==> src/rtl/plab5_mcore_mem_req_net_adapter.sv <==
// Memory-request to network adapter: buffers requests, stamps dest/src/sequence, limits in-flight count.
// Optional macro PLAB5_MCORE_MEM_NET_DOMAIN_TAG_EN prepends a latched domain bit to the control payload.
module plab5_mcore_mem_req_net_adapter #(
  parameter int p_net_src           = 0,
  parameter int p_num_banks         = 4,
  parameter int p_mem_opaque_nbits  = 8,
  parameter int p_mem_addr_nbits    = 32,
  parameter int p_mem_data_nbits    = 32,
  parameter int p_net_opaque_nbits  = 4,
  parameter int p_net_srcdest_nbits = 3,
  parameter int p_cacheline_nwords  = 4,
  parameter int p_queue_depth       = 2,
  parameter int p_max_outstanding   = 4,
`ifdef PLAB5_MCORE_MEM_NET_DOMAIN_TAG_EN
  localparam int c_tag_nbits = 1,
`else
  localparam int c_tag_nbits = 0,
`endif
  localparam int c_len_nbits  = $clog2(p_mem_data_nbits / 8),
  localparam int c_ctrl_nbits = 3 + p_mem_opaque_nbits + p_mem_addr_nbits + c_len_nbits,
  localparam int c_pay_nbits  = c_ctrl_nbits + c_tag_nbits,
  localparam int c_net_nbits  = c_pay_nbits + p_net_opaque_nbits + 2 * p_net_srcdest_nbits,
  localparam int c_msg_nbits  = c_ctrl_nbits + p_mem_data_nbits
) (
  input  logic                        clk,
  input  logic                        reset,
  input  logic                        domain,
  input  logic [c_msg_nbits-1:0]      mem_req_msg,
  input  logic                        mem_req_val,
  output logic                        mem_req_rdy,
  output logic [c_net_nbits-1:0]      net_msg_control,
  output logic [p_mem_data_nbits-1:0] net_msg_data,
  output logic                        net_val,
  input  logic                        net_rdy,
  input  logic                        resp_done,
  output logic [3:0]                  outstanding
);

  localparam int c_bank_nbits = (p_num_banks > 1) ? $clog2(p_num_banks) : 1;
  localparam int c_lsb        = 2 + $clog2(p_cacheline_nwords);
  localparam int c_ptr_nbits  = $clog2(p_queue_depth);
  localparam int c_cnt_nbits  = $clog2(p_queue_depth + 1);
  localparam int c_mo         = p_mem_opaque_nbits;
  localparam int c_ns         = p_net_srcdest_nbits;
  localparam int c_md         = p_mem_data_nbits;
  localparam int c_ma         = p_mem_addr_nbits;
  localparam logic [c_ns-1:0] c_src = c_ns'(p_net_src);

  typedef enum logic [1:0] {IDLE, SEND, STALL} state_t;

  logic [c_md-1:0]              w_data;
  logic [c_len_nbits-1:0]       w_len;
  logic [c_ma-1:0]              w_addr;
  logic [c_mo-1:0]              w_opq;
  logic [2:0]                   w_type;
  logic [c_ns-1:0]              w_dest;
  logic [c_mo-1:0]              w_new_opq;
  logic [c_net_nbits-1:0]       w_entry;
  logic                         w_enq;
  logic                         w_deq;
  logic [c_cnt_nbits-1:0]       w_count_next;
  logic [3:0]                   w_outs_next;
  state_t                       w_state_next;

  logic [c_net_nbits-1:0]       r_ctrl [p_queue_depth];
  logic [c_md-1:0]              r_data [p_queue_depth];
  logic [c_ptr_nbits-1:0]       r_head;
  logic [c_ptr_nbits-1:0]       r_tail;
  logic [c_cnt_nbits-1:0]       r_count;
  logic [p_net_opaque_nbits-1:0] r_seq;
  logic [3:0]                   r_outs;
  state_t                       r_state;

  function automatic logic [c_ptr_nbits-1:0] f_ptr_inc(input logic [c_ptr_nbits-1:0] p);
    return (p == c_ptr_nbits'(p_queue_depth - 1)) ? '0 : p + c_ptr_nbits'(1);
  endfunction

  assign w_data = mem_req_msg[c_md-1:0];
  assign w_len  = mem_req_msg[c_md +: c_len_nbits];
  assign w_addr = mem_req_msg[c_md + c_len_nbits +: c_ma];
  assign w_opq  = mem_req_msg[c_md + c_len_nbits + c_ma +: c_mo];
  assign w_type = mem_req_msg[c_md + c_len_nbits + c_ma + c_mo +: 3];

  // Requester id replaces the top opaque bits so responses can be routed back here.
  assign w_new_opq = {c_src, w_opq[c_mo-c_ns-1:0]};

  generate
    if (p_num_banks == 1) begin : g_one_bank
      assign w_dest = '0;
    end else begin : g_banks
      assign w_dest = c_ns'(w_addr[c_lsb +: c_bank_nbits]);
    end
  endgenerate

`ifdef PLAB5_MCORE_MEM_NET_DOMAIN_TAG_EN
  assign w_entry = {w_dest, c_src, r_seq, domain, w_type, w_new_opq, w_addr, w_len};
  logic w_unused;
  assign w_unused = &{1'b0, w_opq[c_mo-1 -: c_ns]};
`else
  assign w_entry = {w_dest, c_src, r_seq, w_type, w_new_opq, w_addr, w_len};
  logic w_unused;
  assign w_unused = &{1'b0, domain, w_opq[c_mo-1 -: c_ns]};
`endif

  assign mem_req_rdy     = !reset && (r_count != c_cnt_nbits'(p_queue_depth));
  assign net_val         = (r_state == SEND);
  assign net_msg_control = r_ctrl[r_head];
  assign net_msg_data    = r_data[r_head];
  assign outstanding     = r_outs;
  assign w_enq           = mem_req_val && mem_req_rdy;
  assign w_deq           = net_val && net_rdy;

  // State mirrors next-cycle occupancy and credit so net_val is a clean register decode.
  always_comb begin
    w_count_next = r_count;
    w_outs_next  = r_outs;
    w_state_next = IDLE;
    if (w_enq && !w_deq)
      w_count_next = r_count + c_cnt_nbits'(1);
    else if (w_deq && !w_enq)
      w_count_next = r_count - c_cnt_nbits'(1);
    if (w_deq && !resp_done)
      w_outs_next = r_outs + 4'd1;
    else if (!w_deq && resp_done && (r_outs != 4'd0))
      w_outs_next = r_outs - 4'd1;
    if (w_count_next != '0)
      w_state_next = (w_outs_next < 4'(p_max_outstanding)) ? SEND : STALL;
  end

  always_ff @(posedge clk) begin
    if (reset) begin
      r_head  <= '0;
      r_tail  <= '0;
      r_count <= '0;
      r_seq   <= '0;
      r_outs  <= '0;
      r_state <= IDLE;
    end else begin
      if (w_enq) begin
        r_tail <= f_ptr_inc(r_tail);
        r_seq  <= r_seq + p_net_opaque_nbits'(1);
      end
      if (w_deq)
        r_head <= f_ptr_inc(r_head);
      r_count <= w_count_next;
      r_outs  <= w_outs_next;
      r_state <= w_state_next;
    end
  end

  always_ff @(posedge clk) begin
    if (w_enq) begin
      r_ctrl[r_tail] <= w_entry;
      r_data[r_tail] <= w_data;
    end
  end

endmodule

==> config.mk <==
export PLATFORM = sky130hd
export DESIGN_NAME = plab5_mcore_mem_req_net_adapter
export DESIGN_NICKNAME = d
export VERILOG_FILES = /design/src/rtl/plab5_mcore_mem_req_net_adapter.sv
export SDC_FILE = /design/constraint.sdc
export NUM_CORES = 1
export LEC_CHECK = 0
export ABC_AREA = 1
export BUFFER_PORTS_ARGS = -buffer_cell sky130_fd_sc_hd__buf_2
export CAP_MARGIN = 20
export CORE_ASPECT_RATIO = 2
export CORE_UTILIZATION = 47
export DETAILED_ROUTE_END_ITERATION = 10
export PLACE_DENSITY = 0.81
export SYNTH_ARGS = -nofsm -noshare
export SYNTH_HDL_FRONTEND = slang
export SYNTH_SLANG_ARGS = --single-unit
==> constraint.sdc <==
create_clock -name clk -period 5.1 [get_ports clk]
set_input_delay 0.765 -clock clk [delete_from_list [all_inputs] [get_ports clk]]
set_output_delay 0.765 -clock clk [all_outputs]
set_load 0.01 [all_outputs]
# Word-level counts from Yosys, hierarchy flattened
# Memory sizes are Yosys's and may differ from the RTL's. A register that Yosys moved wholly into a read port is not among the register bits.
# Index checks and enable logic that the tools add are counted.
# op_classes
shift	0
reduce_logical	15
muxes	13
add_sub_neg	7
multipliers	0
n_eq_ne	2
n_bitwise	1
div	0
magnitude_cmp	1
# op_table
op	count
4-bit by 1-bit adder with 4-bit output (second input constant)	2
1-bit logical AND	8
1-bit two-way mux	8
4-bit two-way mux	2
2-bit two-way mux	3
1-bit zero test	4
4-bit by 3-bit less-than comparator with 1-bit output (second input constant)	1
4-bit nonzero test	1
4-bit by 1-bit subtractor with 4-bit output (second input constant)	1
1-bit adder (second input constant)	2
2-bit by 1-bit adder with 2-bit output (second input constant)	1
2-bit by 1-bit equality test with 1-bit output (second input constant)	1
2-bit inequality test (second input constant)	1
2-bit nonzero test	1
2-bit OR reduction	1
2-bit by 1-bit subtractor with 2-bit output (second input constant)	1
1-bit inverter	1
# totals
n_memories	2
romBits	0
mem_bits_rw	160
ff_bits	14
latchBits	0
out_inout_bits	93
# mem_list
memory	words	width	read_ports	rd_ports_with_merged_regs	wr	line_no	source
r_ctrl	2	48	1	1	1	65	logic [c_net_nbits-1:0] r_ctrl [p_queue_depth];
r_data	2	32	1	1	1	66	logic [c_md-1:0] r_data [p_queue_depth];

# Longest topological paths before layout
# Gate-level depths: netlist of run 1.
# logic_depth
depth_word	10
depth_mapped	13
ltp_nobuf	13

# Worst setup path after synthesis of run 1
# Ideal clock, no wire load.
# synth_timing
kind	input-to-reg
from	input port reset
to	memory r_ctrl[1][0] in the netlist's numbering (enable)
t_arrival_ps	4380
stages	4
setup_ps	516
n_path_buf	1
slack_ps	204
path_cell_list	buf_6 -> nor2_8 -> nand2_4 -> nor2_1
# synth_between
elab_chain_cells	5
# synth_rtl
item	line_no	source
from (decl)	26	input logic reset,
1-bit zero test	105	assign mem_req_rdy = !reset && (r_count != c_cnt_nbits'(p_queue_depth));
1-bit logical AND	105	
named net mem_req_rdy	30	output logic mem_req_rdy,
1-bit logical AND	110	assign w_enq = mem_req_val && mem_req_rdy;
1-bit two-way mux	152	if (w_enq) begin
1-bit two-way mux (implied by the code)	153	r_ctrl[r_tail] <= w_entry;
to (decl)	65	
# The timed path passes the listed nets, and every way through them passes these cells.

==> results of run 1 <==
==> registers in the layout, indices dropped and copies added (netlist names), named ones only <==
name         count
outstanding      4
r_data          64
r_state          2
r_seq            4
r_tail           1
r_ctrl          92
r_head           1
r_count          2
==> layout make-up <==
cell class	instances	area share, %
diodes	2	0.06180
multi-input cells	171	17.04
clock inverters	14	1.977
clock buffers	18	5.299
inverters	21	1.004
well taps	155	2.395
repair buffers	166	10.63
flip-flops and latches	171	61.59
==> power by group <==
part	leakage [nW]	switching, mW	internal, mW
Combinational	1.32	0.365	0.321
Clock	0.286	0.535	0.734
Sequential	1.55	0.104	1.65
Total	3.16	1.00	2.71
==> critical path: cells and delay by family (launching register included) <==
family	cells	cell delay [ps]
buffers and inverters	1	150
flip-flops	1	1040
multiplexers	1	440
==> per-layer routing <==
metal | up-vias | part of all wire (%) | GRT usage (%)
li1 | 1720 | - | -
met1 | 1785 | 33 | 16.49
met2 | 115 | 59 | 33.60
met3 | 30 | 4.0 | 3.998
met4 | 0 | 3.7 | 9.855
met5 | - | 0 | 0
==> through the flow <==
step,total power [mW],worst slack [ps],hold slack [ps],instance area [um^2]
detailed placement,2.478,2391,479.6,7505
global route,3.871,2137,512.2,8097
floorplan,2.236,204.3,448.6,6571
global placement,2.442,2482,457.8,7505
CTS,3.747,2216,492.1,8094
finish,3.712,2270,493.4,8099
==> layout by cell type, fill, tap and decap left out, types with 3 or more instances in the layout <==
cell type	instances
sky130_fd_sc_hd__nand3_1	7
sky130_fd_sc_hd__nor2_1	15
sky130_fd_sc_hd__nand2_1	34
sky130_fd_sc_hd__a21oi_1	6
sky130_fd_sc_hd__buf_2	164
sky130_fd_sc_hd__nand4_1	3
sky130_fd_sc_hd__inv_1	19
sky130_fd_sc_hd__ha_1	4
sky130_fd_sc_hd__inv_6	4
sky130_fd_sc_hd__dfxtp_1	14
sky130_fd_sc_hd__o21ai_0	3
sky130_fd_sc_hd__edfxtp_1	156
sky130_fd_sc_hd__conb_1	7
sky130_fd_sc_hd__clkbuf_16	17
sky130_fd_sc_hd__mux2_2	78
==> final timing paths <==
path	slack, ps	cells after the start	from	end
hold / removal	490	0	r_seq[3]	r_ctrl[1][45]
setup reg to reg	2720	6	r_count[0]	r_ctrl[0][26]
setup / recovery	2270	2	flop	net_msg_control[52]
hold reg to reg	490	0	r_seq[3]	r_ctrl[1][45]
==> logic make-up (layout without fill, tap and decap cells) <==
group,after synthesis,after routing,share of synthesized area (%)
adders and majority gates,4,4,0.7643
AOI/OAI and AO/OA,10,10,0.7834
xor gates and xnor gates,2,2,0.2675
buffers and inverters,41,219,3.382
other,1,9,0.05726
muxes,78,78,13.41
DFF,171,171,76.12
and+or+nand+nor,70,70,5.216
==> reports/metrics.yaml, run 1 <==
detail_route.first_pass.iterations: 5
clock_sinks: 171
max_clock_freq_mhz: 353.3
critical_path.startpoint_type: "flop"
postLayoutCoreUtil_pct: 59.94
drive_above_1_share_pct: 51.16
vias: 3650
synthesis.area_mm2: 0.006549
cp_data_arrival_time_ps: 2070
synth_area_leader_cell: "sky130_fd_sc_hd__edfxtp_1"
post_synth_main_area_contributors: "sky130_fd_sc_hd__edfxtp_1, sky130_fd_sc_hd__mux2_2, sky130_fd_sc_hd__dfxtp_1"
die_width_um: 85.47
place_congestion: 0.7837
final_nets: 635
worst-path-max-fanout: 78
num-fill-cells: 1039
drt_iter0_drc: 177
cts.repair.resized: 0
slew_headroom_pct: 30.75
required_time_at_the_endpoint_of_the_critical_path_ps: 4340
synthDominantCellAreaShare_pct: 71.53
global_route_total_usage_across_every_layer_pct: 17.52
synth-edff-count: 156
globalRoute.totalOverflow: 0
critical_path.endpoint_type: "output port"
numPlacedInstances: 684
total_leakage_power_nw: 3.156
post_drt_wl_per_cell_um: 17.07
cts_buffer_depth: 2
grt_pass1_vias: 3928
yosys_warn_count: 0
timing.clock.skew_ps: 8.418
drc: 0
port_buffer_cells: 164
core_box_area_mm2: 0.01351
yosysMostFrequentCell: "sky130_fd_sc_hd__edfxtp_1"
max_cap_viol_count: 0
pin_count: 176
insertion_delay_ps: 410
synth.distinct_cells: 25
clk_pin_slew_worst_paths_ps: 60
register_area_mm2: 0.004989
cts_buffers: 17
drt-vias-per-instance: 5.084
hold_viol_final: 0
synth.ff_latch_count: 171
hpwlAfterDp_um: 8256
drv_slew: 0
start_util_pct: 48.46
synth_sequential_area_ratio_pct: 76.12
grt_pass1_wl_um: 18910
final_instance_count_excl_fillers: 718
ant_nets: 0
antenna_found_initial: 2
clockRootBuffer: "sky130_fd_sc_hd__clkbuf_16"
ys_async_sr_fraction_pct: 0
path_cells: "mux2_2 -> buf_2"
cts_post_setup_buffers_inserted: 0
wl_um: 12250
post_route_minimum_period_ps: 2830
finalSetupViolations: 0
final.setup.tns_ps: 0
syn_avg_cell_area_um2: 17.37
cts_tree: "built"
synth_top_cells_by_count: "sky130_fd_sc_hd__edfxtp_1, sky130_fd_sc_hd__mux2_2, sky130_fd_sc_hd__nand2_1"
tightestPinTransition_ps: 1039
rows: 60
total_area_of_multi_input_combinational_cells_mm2: 0.001380
crit_path_top_delay_cell: "sky130_fd_sc_hd__dfxtp_4"
status: "finished, final reports clean"
die_ar_mm2: 0.01444
power-per-cell-area_mw_per_mm2: 458.3
synth_ff_type: "sky130_fd_sc_hd__edfxtp_1"
timing.hold.worst.class: "reg2reg"
area_growth_syn_to_layout_pct: 23.67
grt_start_max_net_pins: 79
power.ir.vdd_worst_uv: 287.0
synthCells: 377
final.period_utilization_pct: 55.49
postCtsHoldBufs: 0
max_stage_delay_ps: 1040
crit_type: "reg2out"
fp.dieH_um: 168.9
cts_htree_levels: 4
grt_setup_unrepaired: "no"
(Power assumes the default switching activity.)
==> run 2: changes to the inputs <==
==> constraint.sdc (replaced) <==
create_clock -name clk -period 2.6 [get_ports clk]
set_input_delay 0.39 -clock clk [delete_from_list [all_inputs] [get_ports clk]]
set_output_delay 0.39 -clock clk [all_outputs]
set_load 0.01 [all_outputs]
==> run 2 against run 1 <==
Non-clock buffer count up 4. Power up 95%. Hold slack worse by 320 ps. Sequential share of layout area down 0.14 points. Register-to-register slack worse by 1900 ps. Sequential power up 92%. Routed wire length about the same. Combinational power up 110%. Critical path type unchanged. Critical endpoint is now net_msg_data[3].
==> reports/metrics.yaml, run 2 (synthesis gave the netlist of run 1 again) <==
status: "finished, final reports clean"
antenna_found_initial: 0  # -2
area_growth_syn_to_layout_pct: 23.96
num-fill-cells: 1028  # -1.1%
finalSetupViolations: 0  # unchanged
required_time_at_the_endpoint_of_the_critical_path_ps: 2210  # -2130 ps
cts_tree: "built"
cts_buffer_depth: 2  # unchanged
finalInstanceArea_mm2: 0.008118  # +0.23%
cp_data_arrival_time_ps: 1790  # -280 ps
start_util_pct: 48.46  # unchanged
max_cap_viol_count: 0  # unchanged
final_instance_count_excl_fillers: 719  # +0.14%
postLayoutSetupSlackWorst_ps: 419.4  # -1850 ps
registers.top_by_ff_count: "r_ctrl"
final_cell_mix: "sky130_fd_sc_hd__buf_2, sky130_fd_sc_hd__edfxtp_1, sky130_fd_sc_hd__mux2_2"
die_width_um: 85.47  # unchanged
power-per-cell-area_mw_per_mm2: 891.8  # +95%
pin_count: 176  # unchanged
critical_path.startpoint_type: "flop"
numPlacedInstances: 688  # +0.58%
layout_top_registers: "r_ctrl x92, r_data x64"
power_report.internal_total_mw: 5.306  # +96%
global_route_total_usage_across_every_layer_pct: 17.17  # -0.35 points
dpl_cell_area_mm2: 0.007547  # +0.57%
clockRootBuffer: "sky130_fd_sc_hd__clkbuf_16"
postLayoutCoreUtil_pct: 60.07  # +0.14 points
drt-vias-per-instance: 5.088  # about the same
fp.dieH_um: 168.9  # unchanged
ant_nets: 0  # unchanged
drv_slew: 0  # unchanged
final.period_utilization_pct: 83.87
grt_setup_unrepaired: "no"
drive_above_1_share_pct: 51.06  # -0.095 points
grt_pass1_vias: 3829  # -2.5%
crit_type: "reg2out"
core_box_area_mm2: 0.01351  # unchanged
grt_pass1_wl_um: 18600  # -1.6%
globalRoute.totalOverflow: 0  # unchanged
sequentialPowerShare_pct: 46.7  # -0.6 points
drc: 0  # unchanged
hpwlAfterDp_um: 8469  # +2.6%
sw_frac_of_total_pct: 26.71  # -0.33 points
post_drt_wl_per_cell_um: 17.06  # about the same
detail_route.first_pass.iterations: 4  # -1
hold_slack_ps: 171.9  # -321.4 ps
rows: 60  # unchanged
vias: 3658  # +0.22%
cts_buffers: 17  # unchanged
timing.clock.skew_ps: 5.214  # -3.204 ps
largest_register_ffs: 92  # unchanged
place_worst_setup_slack_ps: 819.0  # -1572 ps
clk_pin_slew_worst_paths_ps: 60  # about the same
drt_iter0_drc: 146  # -18%
max_clock_freq_mhz: 458.6
insertion_delay_ps: 410  # about the same
cts.repair.resized: 0  # unchanged
final.setup.tns_ps: 0  # unchanged
total_leakage_power_nw: 3.165  # +0.29%
power_switching_mw: 1.933  # +93%
num_antenna_cells: 0  # -2
clock_sinks: 171  # unchanged
hold_viol_final: 0  # unchanged
place_congestion: 0.8406  # +7.3%
mostFrequentLayoutCell: "sky130_fd_sc_hd__buf_2"
port_buffer_cells: 164  # unchanged
cts_post_setup_buffers_inserted: 0  # unchanged
post_route_minimum_period_ps: 2181
cts_htree_levels: 4  # unchanged
grt_start_max_net_pins: 80  # +1.3%
power.combinational.fraction_pct: 20.1  # +1.6 points
clkPwrFrac_pct: 33.2  # -1.0 points
postCtsHoldBufs: 0  # unchanged
timing.hold.worst.class: "in2reg"
die_ar_mm2: 0.01444  # unchanged
power.ir.vdd_worst_uv: 672.2  # +130%
critical_path.endpoint_type: "output port"
final_nets: 639  # +0.63%
wl_um: 12260  # about the same
worst-path-max-fanout: 22  # -72%
total_power_mw: 7.239  # +95%
## run 2: path summary, 6_finish.rpt
check                                     start               to  slack, ps  cells past startpoint
worst max-delay path                       flop  net_msg_data[3]        420                      3
worst min-delay path            mem_req_msg[36]     r_ctrl[0][4]        170                      1
worst max register to register       r_count[0]    r_ctrl[1][26]        820                      6
worst min register to register         r_seq[3]    r_ctrl[0][45]        500                      0
## run 2: worst max-delay path, stage by stage (launching register included)
cell	delay, ps
sky130_fd_sc_hd__dfxtp_4	550
sky130_fd_sc_hd__buf_4	320
sky130_fd_sc_hd__mux2_2	370
sky130_fd_sc_hd__buf_2	140
## run 2: power groups by stage
| stage | clock network (mW) | logic (mW) | registers [mW] |
|---|---|---|---|
| after global routing | 2.56 | 1.58 | 3.40 |
| after CTS | 2.46 | 1.46 | 3.38 |
| final | 2.40 | 1.46 | 3.38 |
| after detailed placement | 0 | 1.45 | 3.44 |
| after global placement | 0 | 1.39 | 3.42 |
| after floorplan | 0 | 0.994 | 3.38 |
## run 2: final cells by class
cell class	count	area, um^2	area share (%)
Clock buffer	17	425.4	5.240
Clock inverter	14	145.1	1.788
Inverter	21	81.33	1.002
Multi-Input combinational cell	171	1380	17.00
Sequential cell	171	4989	61.45
Tap cell	155	193.9	2.389
Timing Repair Buffer	170	903.4	11.13
## run 2: routing by layer
layer  vias up  GRT usage, %  part of all wire [%]
li1       1724             -                     -
met1      1760         16.84                    34
met2       134         32.07                    57
met3        40         4.193                   5.2
met4         0         9.565                   4.0
met5         -             0                     0
